### src/rtl/hc163_chain.sv
// Synchronous presettable up/down counter built from 4-bit binary or BCD stages,
// with a cascadable ripple-carry/borrow output in the style of the 74HC163 family.
module hc163_chain #(
    parameter int WIDTH  = 4,
    parameter int DECADE = 0
) (
    input  logic             p2,
    input  logic             p1,
    input  logic             p9,
    input  logic             p7,
    input  logic             p10,
    input  logic             p5,
    input  logic [WIDTH-1:0] p_d,
    output logic [WIDTH-1:0] p_q,
    output logic             p15
);
    localparam int         STAGES = WIDTH / 4;
    localparam logic [3:0] TOP    = (DECADE != 0) ? 4'd9 : 4'd15;

    logic [WIDTH-1:0]  cnt_q;
    logic [WIDTH-1:0]  cnt_d;
    logic [STAGES-1:0] term;

    function automatic logic [3:0] step_digit(input logic [3:0] s, input logic up);
        logic [3:0] r;
        if (DECADE == 0)
            r = up ? s + 4'd1 : s - 4'd1;
        else if (s > 4'd9)
            r = up ? 4'd0 : 4'd9;  // out-of-range BCD digit recovers; term stays low, so no carry
        else if (up)
            r = (s == 4'd9) ? 4'd0 : s + 4'd1;
        else
            r = (s == 4'd0) ? 4'd9 : s - 4'd1;
        return r;
    endfunction

    // A stage is terminal when it is at the top digit (up) or at zero (down).
    always_comb begin
        term = '0;
        for (int s = 0; s < STAGES; s++)
            term[s] = p5 ? (cnt_q[4*s +: 4] == TOP) : (cnt_q[4*s +: 4] == 4'd0);
    end

    always_comb begin
        logic carry;
        carry = 1'b1;
        cnt_d = cnt_q;
        for (int s = 0; s < STAGES; s++) begin
            if (carry)
                cnt_d[4*s +: 4] = step_digit(cnt_q[4*s +: 4], p5);
            carry = carry & term[s];
        end
    end

    // NOTE: clear is sampled on the clock edge only; there is deliberately no
    // asynchronous branch, and register updates use <= so all bits change together.
    always_ff @(posedge p2) begin
        if (!p1)
            cnt_q <= '0;
        else if (!p9)
            cnt_q <= p_d;
        else if (p7 && p10)
            cnt_q <= cnt_d;
    end

    assign p_q = cnt_q;
    assign p15 = p10 & (&term);

endmodule

### config.mk
export PLATFORM = sky130hd
export DESIGN_NAME = hc163_chain
export DESIGN_NICKNAME = d
export VERILOG_FILES = /design/src/rtl/hc163_chain.sv
export SDC_FILE = /design/constraint.sdc
export NUM_CORES = 1
export LEC_CHECK = 0
export CAP_MARGIN = 20
export CORE_AREA = 2 2 39 41
export CTS_CLUSTER_SIZE = 24
export DETAILED_ROUTE_END_ITERATION = 10
export DIE_AREA = 0 0 41 43
export HOLD_SLACK_MARGIN = 0.05
export PLACE_DENSITY = 0.54
export SYNTH_ARGS = -nofsm -noshare
export SYNTH_HDL_FRONTEND = slang
export SYNTH_SLANG_ARGS = --single-unit
### constraint.sdc
create_clock -name p2 -period 1.5 [get_ports p2]
set_clock_uncertainty 0.1 [all_clocks]
set_input_delay 0.3 -clock p2 [delete_from_list [all_inputs] [get_ports p2]]
set_output_delay 0.3 -clock p2 [all_outputs]
set_load 0.01 [all_outputs]
==> summary.md <==
| Metric | Value |
|---|---|
| Initial antenna violation count | 0 |
| Wire length per cell | 12.7 um |
| Status | finished with violations |
| CP Launch Type | register |
| N_diodes | 0 |
| Overall power | 0.409 mW |
| Slew Limit Fails | 0 |
| Distinct cells, synth | 22 |
| CP Capture Type | output port |
| Worst VDD drop | 307 uV |
| Final Hold Fails | 0 |
| Critical Path AT | 1.40 ns |
| Violated checks | negative setup slack |
| Avg Inst Size Synth | 8.18 um2 |
| Clock Latency Late Sink | 0.23 ns |
| Final #Nets | 77 |
| Setup ws final | -0.297 ns |
| Clock Sinks | 4 |
| Largest net degree at the start of global routing | 10 |
| CTS tree | done |
| Max reg flops | 4 |
| Post-Syn Instances | 37 |
| Synthesis-to-layout area growth | 91.7% |
| R2R Setup Slk | 0.03 ns |
| Min-delay src | p_q[1]$_SDFFE_PN0P_ |
| PwrDens | 705 nW/um2 |
| Most frequent cells in the layout | clkdlybuf4s50_1, buf_4, dlygate4sd2_1 |
| Worst setup path endpoint | p15 |
| Hold Crit Class | reg -> reg |
| Num rows | 14 |
| First-pass GRT wire length | 1410 um |
| TritonCTS Buffers | 3 |
| DRT iter0 DRCs | 0 |
| Port bufs | 14 |
| Clock buffer depth | 2 |
| Synth Register Bits | 4 |
| Min Tclk post-route | 1.80 ns |
| Vias in the first global route | 332 |
| HPWL after detailed placement | 693 um |
| Clock transition at path regs | 0.04 ns |
| Critical Path RT | 1.10 ns |
| Worst slew pin tran | 0.329 ns |
| WS Path Type | reg -> out |
| Critical Path Fanout Max | 2 |
| Final wirelength | 992 um |
| Placeable Area | 1380 um2 |
| Max Clk Rate | 0.557 GHz |
| Die Ht | 43 um |
| Vias post-DR | 362 |
| Syn Nets | 50 |
| Met1 wire length | 433 um |
| Initial core utilization | 21.9% |
| Clk Tree Root Cell | clkbuf_4 |
| Setup-failing EPs final | 1 |
| Top sig layer | met3 |
| CP startpoint | p_q[3]$_SDFFE_PN0P_ |
| Seq/Total Area, Yosys | 26.4% |
| Top Ports | 15 |
| Max-Cap Viols | 0 |
| RSZ-0062 raised after global routing | yes |
| Synth Cell Area | 303 um2 |
| Relative slew slack | 78.0% |
| H-tree Lvls | 1 |
| Lkg Pwr | 0.263 nW |
| Reg2reg end | p_q[1]$_SDFFE_PN0P_ |
| DIE AREA | 1760 um2 |
| R2r startpoint | p_q[0]$_SDFFE_PN0P_ |
| R2R cell count | 4 |
| Finished Core Util | 42.0% |
| Synth Warn # | 0 |
| Post-route clock period utilization | 120% |
| Met2 WL post-DR | 490 um |
| Layout cell share with drive strength beyond 1 | 33.9% |
| Gpl congestion | 0.687 |
| Vias per cell | 4.64 |
| Die W | 41 um |
| Post-route DRC | 0 |
| Drt first pass iters | 1 |
| Antenna-violating nets left | 0 |
| Wire length on met3 | 69 um |
| Worst slack, placed | -0.534 ns |
| GR Overflow Total | 0 |
| GRT Util Overall | 11.9% |
## power breakdown
group / switching [mW] / leakage (nW) / internal (mW)
Clock: 0.0414 / 0.0138 / 0.0893
Combinational: 0.0725 / 0.215 / 0.0861
Sequential: 0.00380 / 0.0335 / 0.116
Total: 0.118 / 0.263 / 0.291
## critical path, stage by stage (launching register included)
cell and delay (ns):
dfxtp_1 0.30, or4_1 0.51, nor2_1 0.13, o21a_1 0.11
buf_2 0.12
## per-stage QoR
step,area [um2],setup TNS [ns],instances,hold slack (ns)
final,581,-0.297,78,0.534
after global placement,520,-2.02,74,0.539
after CTS,567,-0.331,78,0.513
after floorplan,304,-0.00233,37,0.350
after global routing,581,-0.352,78,0.555
after detailed placement,520,-2.02,74,0.533
## worst min-delay path by stage
stage	endpoint	slack (ns)	cells past startpoint
4_1_cts	p_q[1]$_SDFFE_PN0P_	0.51	3
3_3_place_gp	p_q[1]$_SDFFE_PN0P_	0.54	3
3_5_place_dp	p_q[1]$_SDFFE_PN0P_	0.53	3
2_1_floorplan	p_q[2]$_SDFFE_PN0P_	0.35	2
6_report	p_q[1]$_SDFFE_PN0P_	0.53	3
5_1_grt	p_q[1]$_SDFFE_PN0P_	0.56	3
## timing repair
item,in CTS,in global routing
hold buffers,0,0
gates resized for setup,14,3
pin swaps,6,3
setup endpoints to repair,8,4
buffers inserted,1,0
## cells by family after synthesis
logic type	synth area share, %
and+or+nand+nor	23.6
xor gates and xnor gates	8.68
AOI/OAI and AO/OA	22.7
buffers and inverters	3.72
adders and majority gates	14.9
DFF	26.4
## area by class of cell
cell class	count	area [um2]
clock buffer	3	22.5
fill	155	803
inverter	2	7.51
multi-input combinational	30	249
sequential	4	81.3
tap	16	20.0
timing repair buffer	23	200
## layer usage
layer / global-route usage [%] / up-vias
li1: - / 191
met1: 14.5 / 156
met2: 18.4 / 15
met3: 4.71 / 0
met4: 4.00 / 0
met5: 0 / -
## Yosys cell counts
cell type  n  area, um2
a211oi_1   1       7.51
a21o_1     1       7.51
a21oi_1    3       15.0
a311oi_1   1       8.76
a31oi_1    1       6.26
and3_1     1       6.26
clkbuf_1   1       3.75
dfxtp_1    4       80.1
fa_1       1       20.0
ha_1       2       25.0
inv_1      2       7.51
nand2_1    2       7.51
nand2b_1   1       6.26
nand3_1    2       10.0
nand4_1    2       12.5
nor2_1     4       15.0
nor2b_1    1       6.26
o211ai_1   1       7.51
o21a_1     1       7.51
o32ai_1    1       8.76
or4_1      1       7.51
xor2_1     3       26.3
(Power assumes the default switching activity.)
